===== config.mk =====
export PLATFORM = sky130hd
export DESIGN_NAME = pool_window_feeder_flat
export DESIGN_NICKNAME = d
export VERILOG_FILES = /design/src/rtl/pool_window_feeder_if.sv /design/src/rtl/pool_window_feeder.sv /design/src/flat_wrapper.sv
export SDC_FILE = /design/constraint.sdc
export NUM_CORES = 1
export LEC_CHECK = 0
export CAP_MARGIN = 20
export CORE_MARGIN = 3
export CORE_UTILIZATION = 30
export CTS_CLUSTER_DIAMETER = 60
export DETAILED_ROUTE_END_ITERATION = 6
export GPL_TIMING_DRIVEN = 0
export PLACE_DENSITY = 0.56
export SLEW_MARGIN = 30
export SYNTH_ARGS = -nofsm -noshare
export SYNTH_HDL_FRONTEND = slang
export SYNTH_SLANG_ARGS = --single-unit

===== constraint.sdc =====
create_clock -name clk -period 3.91 [get_ports clk]
set_input_delay 0.782 -clock clk [delete_from_list [all_inputs] [get_ports clk]]
set_output_delay 0.782 -clock clk [all_outputs]
set_load 0.02 [all_outputs]

===== src/rtl/pool_window_feeder_if.sv =====
// Handshake bundle between a raster pixel source, the 2x2 window feeder and the pooling tree.
// The feeder binds to the slave modport; whatever sources pixels and consumes windows uses master.
interface pool_window_feeder_if #(
    parameter int DATA_W = 32
);
    logic [DATA_W-1:0] pix_in;
    logic              pix_valid;
    logic              pix_ready;
    logic [DATA_W-1:0] win0;
    logic [DATA_W-1:0] win1;
    logic [DATA_W-1:0] win2;
    logic [DATA_W-1:0] win3;
    logic              win_valid;
    logic              win_ready;
    logic              win_last;
    logic              frame_done;

    modport slave (
        input  pix_in, pix_valid, win_ready,
        output pix_ready, win0, win1, win2, win3, win_valid, win_last, frame_done
    );

    modport master (
        output pix_in, pix_valid, win_ready,
        input  pix_ready, win0, win1, win2, win3, win_valid, win_last, frame_done
    );
endinterface


===== src/rtl/pool_window_feeder.sv =====
// Buffers each even row of a raster feature map and emits every non-overlapping 2x2 window
// as four parallel words; a stalled window holds the pixel stream off through pix_ready.
module pool_window_feeder #(
    parameter int DATA_W = 32,
    parameter int IMG_W  = 8,
    parameter int IMG_H  = 8
) (
    input  logic                 clk,
    input  logic                 rst_n,
    input  logic                 clr,
    pool_window_feeder_if.slave  bus
);
    localparam int CW = (IMG_W > 2) ? $clog2(IMG_W) : 1;
    localparam int RW = (IMG_H > 2) ? $clog2(IMG_H) : 1;
    localparam logic [CW-1:0] COL_LAST = CW'(IMG_W - 1);
    localparam logic [RW-1:0] ROW_LAST = RW'(IMG_H - 1);

    typedef enum logic {
        S_FILL = 1'b0,
        S_PAIR = 1'b1
    } state_t;

    state_t            r_state;
    state_t            w_state_nxt;

    logic [CW-1:0]     r_col;
    logic [RW-1:0]     r_row;
    logic [DATA_W-1:0] r_linebuf [IMG_W];
    logic [DATA_W-1:0] r_left;
    logic [DATA_W-1:0] r_win0;
    logic [DATA_W-1:0] r_win1;
    logic [DATA_W-1:0] r_win2;
    logic [DATA_W-1:0] r_win3;
    logic              r_win_valid;
    logic              r_win_last;
    logic              r_frame_done;

    logic              w_pix_ready;
    logic              w_accept;
    logic              w_handoff;
    logic              w_col_wrap;
    logic              w_row_wrap;
    logic [CW-1:0]     w_col_prev;
    logic              w_lb_we;
    logic              w_left_we;
    logic              w_win_load;

    // A pixel may only enter when the output register is free or being emptied this cycle.
    assign w_pix_ready = ~r_win_valid | bus.win_ready;
    assign w_accept    = bus.pix_valid & w_pix_ready & ~clr;
    assign w_handoff   = r_win_valid & bus.win_ready;
    assign w_col_wrap  = (r_col == COL_LAST);
    assign w_row_wrap  = (r_row == ROW_LAST);
    assign w_col_prev  = r_col - CW'(1);

    always_ff @(posedge clk or negedge rst_n) begin
        if (!rst_n) begin
            r_state <= S_FILL;
        end else begin
            r_state <= w_state_nxt;
        end
    end

    // Row parity: even rows fill the line buffer, odd rows pair with it to form windows.
    always_comb begin
        w_state_nxt = r_state;
        w_lb_we     = 1'b0;
        w_left_we   = 1'b0;
        w_win_load  = 1'b0;
        if (clr) begin
            w_state_nxt = S_FILL;
        end else if (w_accept) begin
            unique case (r_state)
                S_FILL: begin
                    w_lb_we = 1'b1;
                    if (w_col_wrap) begin
                        w_state_nxt = S_PAIR;
                    end
                end
                S_PAIR: begin
                    if (r_col[0]) begin
                        w_win_load = 1'b1;
                    end else begin
                        w_left_we = 1'b1;
                    end
                    if (w_col_wrap) begin
                        w_state_nxt = S_FILL;
                    end
                end
                default: begin
                    w_state_nxt = S_FILL;
                end
            endcase
        end
    end

    always_ff @(posedge clk or negedge rst_n) begin
        if (!rst_n) begin
            r_col <= '0;
            r_row <= '0;
        end else if (clr) begin
            r_col <= '0;
            r_row <= '0;
        end else if (w_accept) begin
            if (w_col_wrap) begin
                r_col <= '0;
                r_row <= w_row_wrap ? '0 : r_row + RW'(1);
            end else begin
                r_col <= r_col + CW'(1);
            end
        end
    end

    // Contents are only meaningful once a FILL row has written them, so no reset is needed.
    always_ff @(posedge clk) begin
        if (w_lb_we) begin
            r_linebuf[r_col] <= bus.pix_in;
        end
    end

    always_ff @(posedge clk or negedge rst_n) begin
        if (!rst_n) begin
            r_left <= '0;
        end else if (clr) begin
            r_left <= '0;
        end else if (w_left_we) begin
            r_left <= bus.pix_in;
        end
    end

    // A reload never collides with a stall: loading needs an accepted pixel, which needs ready.
    always_ff @(posedge clk or negedge rst_n) begin
        if (!rst_n) begin
            r_win0       <= '0;
            r_win1       <= '0;
            r_win2       <= '0;
            r_win3       <= '0;
            r_win_valid  <= 1'b0;
            r_win_last   <= 1'b0;
            r_frame_done <= 1'b0;
        end else begin
            r_frame_done <= w_handoff & r_win_last & ~clr;
            if (clr) begin
                r_win_valid <= 1'b0;
                r_win_last  <= 1'b0;
            end else if (w_win_load) begin
                r_win0      <= r_linebuf[w_col_prev];
                r_win1      <= r_linebuf[r_col];
                r_win2      <= r_left;
                r_win3      <= bus.pix_in;
                r_win_valid <= 1'b1;
                r_win_last  <= w_row_wrap & w_col_wrap;
            end else if (w_handoff) begin
                r_win_valid <= 1'b0;
            end
        end
    end

    assign bus.pix_ready  = w_pix_ready;
    assign bus.win0       = r_win0;
    assign bus.win1       = r_win1;
    assign bus.win2       = r_win2;
    assign bus.win3       = r_win3;
    assign bus.win_valid  = r_win_valid;
    assign bus.win_last   = r_win_last;
    assign bus.frame_done = r_frame_done;

endmodule


===== src/flat_wrapper.sv =====
// flat-port wrapper written by rule: the top's interface ports become plain ports
module pool_window_feeder_flat 
#(
    parameter int DATA_W = 32,
    parameter int IMG_W  = 8,
    parameter int IMG_H  = 8
)
  (clk, rst_n, clr, bus_pix_in, bus_pix_valid, bus_win_ready, bus_pix_ready, bus_win0, bus_win1, bus_win2, bus_win3, bus_win_valid, bus_win_last, bus_frame_done);
  pool_window_feeder_if #(.DATA_W(DATA_W)) bus_i ();
  input  logic clk;
  input  logic rst_n;
  input  logic clr;
  input wire logic [$bits(bus_i.pix_in)-1:0] bus_pix_in;
  input wire logic [$bits(bus_i.pix_valid)-1:0] bus_pix_valid;
  input wire logic [$bits(bus_i.win_ready)-1:0] bus_win_ready;
  output wire logic [$bits(bus_i.pix_ready)-1:0] bus_pix_ready;
  output wire logic [$bits(bus_i.win0)-1:0] bus_win0;
  output wire logic [$bits(bus_i.win1)-1:0] bus_win1;
  output wire logic [$bits(bus_i.win2)-1:0] bus_win2;
  output wire logic [$bits(bus_i.win3)-1:0] bus_win3;
  output wire logic [$bits(bus_i.win_valid)-1:0] bus_win_valid;
  output wire logic [$bits(bus_i.win_last)-1:0] bus_win_last;
  output wire logic [$bits(bus_i.frame_done)-1:0] bus_frame_done;
  assign bus_i.pix_in = bus_pix_in;
  assign bus_i.pix_valid = bus_pix_valid;
  assign bus_i.win_ready = bus_win_ready;
  assign bus_pix_ready = bus_i.pix_ready;
  assign bus_win0 = bus_i.win0;
  assign bus_win1 = bus_i.win1;
  assign bus_win2 = bus_i.win2;
  assign bus_win3 = bus_i.win3;
  assign bus_win_valid = bus_i.win_valid;
  assign bus_win_last = bus_i.win_last;
  assign bus_frame_done = bus_i.frame_done;
  pool_window_feeder #(.DATA_W(DATA_W), .IMG_W(IMG_W), .IMG_H(IMG_H)) u_core (.clk(clk), .rst_n(rst_n), .clr(clr), .bus(bus_i));
endmodule

==> impl_results.md, run 1 <==
- Gr usage total: 0.192
- Synth top area share: 0.424
- Warnings, synthesis: 0
- Max Fclk: between 0.2 and 0.3 GHz
- Seq/Total Area, Yosys: 0.659
- Layout overhead on the synthesized area: 26.8%
- PwrDens: 452 nW/um2
- Critical path type: reg2reg
- Remaining Overflow, GRT: 0
- Fin crit share: 0.943
- H-tree depth: 2
- Final setup violating endpoints: 0
- Boundary Pins: 169
- Crit Reg-Reg Endpoint: u_core.bus.win0[0]$_DFFE_PN0P_
- Cells after Synth: 1252
- Clk buf depth: 3
- Fill cells: 5555
- Hold Crit Class: in2async
- DP Wirelength: 42.6 mm
- Fin Setup TNS: 0 ns
- Biggest area consumer among synthesized cells: edfxtp_1
- Critical path's most frequent cell: clkbuf_1
- Initial antenna violation count: 1
- Vias/cell: 5.25
- First-pass GRT wire length: 88.1 mm
- Worst setup SP type: flop
- Final instance area: 23000 um2
- Row Count: 89
- Yosys cell types: 35
- Top cells by area, synth: edfxtp_1 (42%), dfrtp_1 (23%), mux2i_1 (13%), mux2_2 (2.5%), o22ai_1 (2.2%)
- Clk pin slew, worst setup/hold paths: 0.06 ns
- CTS tree: done
- Slew Viols, Final: 0
- Nets: ~1500
- Final wirelength: 62.2 mm
- DRC viols: 0
- Synth Cell Area: between 15000 and 20000 um2
- # diodes: 0
- CTS Buf Count: between 40 and 50
- Worst path max stage delay: 0.73 ns
- Routed len/inst: 27.0 um
- Clock latency on the worst-skew pair: 0.58 ns
- Largest net degree at the start of global routing: 69
- Seq cells post-synth: around 430
- Tmin final: 3.69 ns
- CP Capture Type: flop
- Vias post-DR: 12100
- Post-DP Area: 21300 um2
- Clock root buffer: clkbuf_16
- Vias in the first global route: 12300
- Starting DRT DRC Count: between 1000 and 1500
- Final RePlAce weighted congestion: about 0.82
- Layout cell share with drive strength beyond 1: 0.145
- Commonest non-fill, non-tap cell in the layout: edfxtp_1
- Worst IR drop on VDD: 0.308 mV
- WP data arrival: 4.16 ns
- Leak pwr: 8.86 nW
- DIE HEIGHT: around 250 um
- Post-CTS Resized: 0
- Syn_nets: 1294
- RSZ-0062 raised after global routing: no
- Clk_skew: 0.0126 ns
- Critical path buffers and inverters: 5
- CP required: 4.38 ns
- Pre-antenna DRT Iters: 5
- CTS Hold Buffers Added: 0
- Die width: 252 um
- Post-route ant nets: 0
- Worst rel slew slack: 0.339
- CP max-delay cell: clkbuf_1
- Die ar.: roughly 63000 um2
- Mean Syn Cell Area: 14.5 um2
- Post-CTS Repair Setup Buffers: 0
- IO buf count: 168
- Worst path top cell family by delay: buffers and inverters
- Worst R2R Path Depth: 10
- CTS Sinks: 426
- Worst slew pin tran: 0.992 ns
- Worst R2R Start: u_core.r_col[0]$_DFFE_PN0P_
- Core area: 59400 um2
- Final hold violation count: 0
- CP cell instances: buf_2, clkinv_1, clkbuf_1, ha_1, xnor2_1, and2_1, clkbuf_1, clkbuf_1, nand2_1, a41o_1
- R2r setup slk: 0.22 ns
- CP max FO: 10
- Outcome: completed
- Initial Util: 0.305
- Max-cap violations: 0
- Most frequent cells in the layout: edfxtp_1 (256), mux2i_1 (227), dfrtp_1 (170), clkdlybuf4s50_1 (167), a21oi_1 (68)
[metal layers]
layer	routed length [um]	global-route usage
met4	1700	0.0618
met3	5210	0.0451
met5	0	0
met1	26500	0.259
met2	28700	0.308
[worst max path at each step]
stage                                 from                                to  slack, ns  cells after the start
2_1_floorplan                bus_win_ready  u_core.r_linebuf[0][0]$_DFFE_PP_       0.51                      5
3_3_place_gp                         rst_n    u_core.bus.win3[0]$_DFFE_PN0P_      -5.84                      1
3_5_place_dp   u_core.r_col[0]$_DFFE_PN0P_    u_core.bus.win0[3]$_DFFE_PN0P_       0.27                     10
4_1_cts        u_core.r_col[0]$_DFFE_PN0P_    u_core.bus.win0[3]$_DFFE_PN0P_       0.24                     10
5_1_grt        u_core.r_col[0]$_DFFE_PN0P_   u_core.bus.win0[15]$_DFFE_PN0P_       0.02                     10
6_report       u_core.r_col[0]$_DFFE_PN0P_    u_core.bus.win0[0]$_DFFE_PN0P_       0.22                     10
[metrics by stage]
| step | utilization | cells | hold slack (ns) | total power, mW | setup WS, ns |
|---|---|---|---|---|---|
| after floorplan | - | 1252 | 0.480 | 5.34 | 0.507 |
| after global placement | 0.350 | 2193 | 0.490 | 5.73 | -5.84 |
| after detailed placement | 0.359 | 2212 | 0.495 | 5.76 | 0.268 |
| after CTS | 0.387 | 2300 | 0.143 | 10.5 | 0.237 |
| after global routing | 0.387 | 2300 | 0.157 | 10.7 | 0.0169 |
| final | 0.387 | 2300 | 0.135 | 10.4 | 0.222 |
[logic make-up (layout without fill, tap and decap cells)]
kind of cell | Yosys count | count (layout) | share of synthesized area
and+or+nand+nor | 167 | 167 | 0.0444
buffers and inverters | 100 | 375 | 0.0282
AOI/OAI and AO/OA | 261 | 261 | 0.0941
muxes | 291 | 291 | 0.170
DFF | 426 | 426 | 0.659
xor gates and xnor gates | 2 | 2 | 0.000966
adders and majority gates | 5 | 5 | 0.00345
[cell usage after synthesis (all sizes together)]
cell type  count
a22oi         32
nand3         34
dfrtp        170
nor2          46
clkbuf        53
ha             5
nand2         41
and2           3
mux2          64
a21oi         68
nand2b        36
or4            2
mux2i        227
inv            1
or2            1
a41o          32
xnor2          1
and4b          1
o21ai         33
xor2           1
or3            2
a21boi        32
buf           45
edfxtp       256
clkinv         1
o22ai         64
nand4b         1
[power by group]
| part | switching, mW | leakage (nW) | internal (mW) | total, mW |
|---|---|---|---|---|
| Sequential | 0.0139 | 4.69 | 4.82 | 4.83 |
| Clock | 1.87 | 0.811 | 2.85 | 4.71 |
| Combinational | 0.579 | 3.36 | 0.270 | 0.848 |
| Total | 2.46 | 8.86 | 7.93 | 10.4 |
[worst register-to-register path, stage by stage, from the launching register on]
cell and delay [ns]:
dfrtp_1 0.35, buf_2 0.21, clkinv_1 0.37, clkbuf_1 0.36, ha_1 0.29, xnor2_1 0.31, and2_1 0.18, clkbuf_1 0.29
clkbuf_1 0.74, nand2_1 0.20, a41o_1 0.28
[registers in the layout, summed over array words and instances, names as in the netlist, 3 cells and up]
name / flops
u_core.r_linebuf: 256
u_core.bus.win2: 32
u_core.r_row: 3
u_core.r_col: 3
u_core.bus.win1: 32
u_core.bus.win0: 32
u_core.bus.win3: 32
u_core.r_left: 32
[final cells by class]
cell class | count | area (um2) | area share
Sequential cell | 426 | 11900 | 0.520
Multi-Input combinational cell | 726 | 5740 | 0.250
Timing Repair Buffer | 187 | 2170 | 0.0945
Clock buffer | 58 | 1310 | 0.0570
Tap cell | 773 | 967 | 0.0421
Buffer | 98 | 513 | 0.0223
Clock inverter | 30 | 337 | 0.0146
Inverter | 2 | 7.51 | 0.000327
Power figures use the tool's default switching activity.
==> inputs of run 2 (changes only) <==
GPL_TIMING_DRIVEN = not set   (was 0)
==> run 2 against run 1 <==
Net effect: combinational power shrank 13%; count of clock-buffer cells in the layout grew 11; routed wire length shrank 18%; highest routed layer unchanged; total power shrank 2.5%; via count shrank 6.6%; global-route usage shrank 3.2 points; non-clock buffer count shrank 83; largest cell class unchanged; cell area shrank 2.5%; core utilization shrank 0.95 points.
==> impl_results.md, run 2 (synthesized netlist as in run 1, its figures left out) <==
- Outcome: completed
- Tmin final: 2.94 ns (-0.751 ns)
- Gr usage total: 0.160 (-0.0323)
- Layout cell share with drive strength beyond 1: 0.133 (-0.0115)
- Layout overhead on the synthesized area: 23.7%
- Pre-CTS setup slack: 0.651 ns (+0.383 ns)
- Nets: 1447 (-5.5%)
- Fin Setup TNS: 0 ns (unchanged)
- WP data arrival: 3.37 ns (-0.79 ns)
- GR Layer Usage met1: 0.229 (-0.0306)
- Hold Slack: 0.0747 ns (-0.0601 ns)
- Slew Viols, Final: 0 (unchanged)
- Boundary Pins: 169 (unchanged)
- # placed instances: 2128 (-3.8%)
- CP Capture Type: flop
- RSZ-0062 raised after global routing: no
- Die ar.: 63400 um2 (unchanged)
- Worst rel slew slack: 0.332 (-0.00653)
- Remaining Overflow, GRT: 0 (unchanged)
- Met2 Use GR: 0.251 (-0.0566)
- Post-DP Area: 20800 um2 (-2.6%)
- Post-route ant nets: 0 (unchanged)
- CTS Sinks: 426 (unchanged)
- Die width: 252 um (unchanged)
- Final instance area: 22400 um2 (-2.5%)
- CTS Hold Buffers Added: 0 (unchanged)
- CP required: 4.35 ns (-0.03 ns)
- Final setup violating endpoints: 0 (unchanged)
- Fin crit share: 0.751 (-0.192)
- Most frequent cells in the layout: edfxtp_1 (256), mux2i_1 (227), dfrtp_1 (169), clkdlybuf4s50_1 (167), a21oi_1 (68)
- CP cell instances: buf_12, buf_4, mux2i_1, o22ai_1, nor2_1, a21oi_1
- Largest net degree at the start of global routing: 165 (+140%)
- Max Fclk: 0.341 GHz (+26%)
- Max reg flops: 256 (unchanged)
- Final hold violation count: 0 (unchanged)
- Hold Crit Class: in2async
- Max-cap violations: 0 (unchanged)
- DRC viols: 0 (unchanged)
- Top Usage Layer GRT: met2
- Final Non-Filler Cells: 2216 (-3.7%)
- DIE HEIGHT: 252 um (unchanged)
- Worst slew pin tran: 1.00 ns (+0.00979 ns)
- Vias/cell: 5.09 (-3.1%)
- Initial Util: 0.305 (unchanged)
- Clk buf depth: 3 (unchanged)
- Clk pin slew, worst setup/hold paths: 0.06 ns (about the same)
- PwrDens: 452 nW/um2 (about the same)
- Clk_skew: 0.0101 ns (-0.00250 ns)
- DP Wirelength: 31.2 mm (-27%)
- Post-CTS Resized: 0 (unchanged)
- Biggest register: u_core.r_linebuf
- Worst path max stage delay: 0.88 ns (+0.15 ns)
- Worst setup SP type: flop
- Initial antenna violation count: 4 (+3)
- Core area: 59400 um2 (unchanged)
- CP max FO: 164 (+154)
- H-tree depth: 2 (unchanged)
- Vias post-DR: 11300 (-6.6%)
- CP max-delay cell: buf_4
- Pre-antenna DRT Iters: 6 (+1)
- Vias in the first global route: 11800 (-4.3%)
- Final RePlAce weighted congestion: 0.740 (-9.3%)
- Worst IR drop on VDD: 0.296 mV (-3.8%)
- Clock root buffer: clkbuf_16
- Row Count: 89 (unchanged)
- Clock latency on the worst-skew pair: 0.57 ns (about the same)
- Critical path type: reg2reg
- Post-CTS Repair Setup Buffers: 0 (unchanged)
- CTS Buf Count: 47 (-2.1%)
- Final worst slack: 0.973 ns (+0.751 ns)
- Met3 GRT Util: 0.0296 (-0.0156)
- Leak pwr: 8.56 nW (-3.4%)
- Routed len/inst: 23.0 um (-15%)
- CTS tree: done
- IO buf count: 168 (unchanged)
- Commonest non-fill, non-tap cell in the layout: edfxtp_1
- Starting DRT DRC Count: 856 (-33%)
- Final wirelength: 51.0 mm (-18%)
- First-pass GRT wire length: 76.8 mm (-13%)
[run 2: changes by cell type in the layout (fill, tap and decap cells not counted), moves of 6 or more]
cell | before | now
buf_2 | 33 | 0
buf_12 | 2 | 13
buf_4 | 1 | 20
clkbuf_1 | 54 | 10
buf_16 | 16 | 1
buf_6 | 6 | 0
clkinv_1 | 8 | 2
[run 2: final timing paths]
check / startpoint / endpoint / slack, ns / depth (start not counted)
worst min-delay path: rst_n / u_core.bus.win1[29]$_DFFE_PN0P_ / 0.07 / 1
max in group asynchronous: rst_n / u_core.r_left[2]$_DFFE_PN0P_ / 2.77 / 3
min in group clk: u_core.r_left[10]$_DFFE_PN0P_ / u_core.bus.win2[10]$_DFFE_PN0P_ / 0.50 / 1
worst min register to register: u_core.r_left[10]$_DFFE_PN0P_ / u_core.bus.win2[10]$_DFFE_PN0P_ / 0.50 / 1
worst max-delay path: u_core.r_col[0]$_DFFE_PN0P_ / u_core.bus.win1[29]$_DFFE_PN0P_ / 0.97 / 6
worst max register to register: u_core.r_col[0]$_DFFE_PN0P_ / u_core.bus.win1[29]$_DFFE_PN0P_ / 0.97 / 6
[run 2: metal layers]
layer,up-vias,share of wire
li1,5072,-
met1,5825,0.47
met2,322,0.46
met3,62,0.058
met4,0,0.016
met5,-,0
[run 2: metrics by stage]
stage	utilization	power (mW)
floorplan	-	5.34
global placement	0.350	5.65
detailed placement	0.350	5.66
CTS	0.377	10.2
global route	0.378	10.5
finish	0.378	10.1
[run 2: layout make-up]
| type | count | area (um2) |
|---|---|---|
| diodes | 2 | 5.00 |
| clock buffers | 69 | 1400 |
| clock inverters | 16 | 206 |
| fillers | 5572 | 36900 |
| inverters | 2 | 7.51 |
| multi-input cells | 726 | 5760 |
| flip-flops and latches | 426 | 11900 |
| well taps | 773 | 967 |
| repair buffers | 202 | 2120 |
[run 2: report_power, final]
part	switching [mW]	internal (mW)	total, mW	leakage [nW]
registers	0.0145	4.82	4.83	4.69
clock network	1.76	2.80	4.56	0.795
logic	0.467	0.267	0.734	3.08
total	2.24	7.89	10.1	8.56
[run 2: critical path, delay by kind of cell, from the launching register on]
kind	cells	cell delay (ns)
DFF	1	0.43
buffers and inverters	2	1.52
AOI/OAI and AO/OA	2	0.21
and+or+nand+nor	1	0.17
muxes	1	0.31
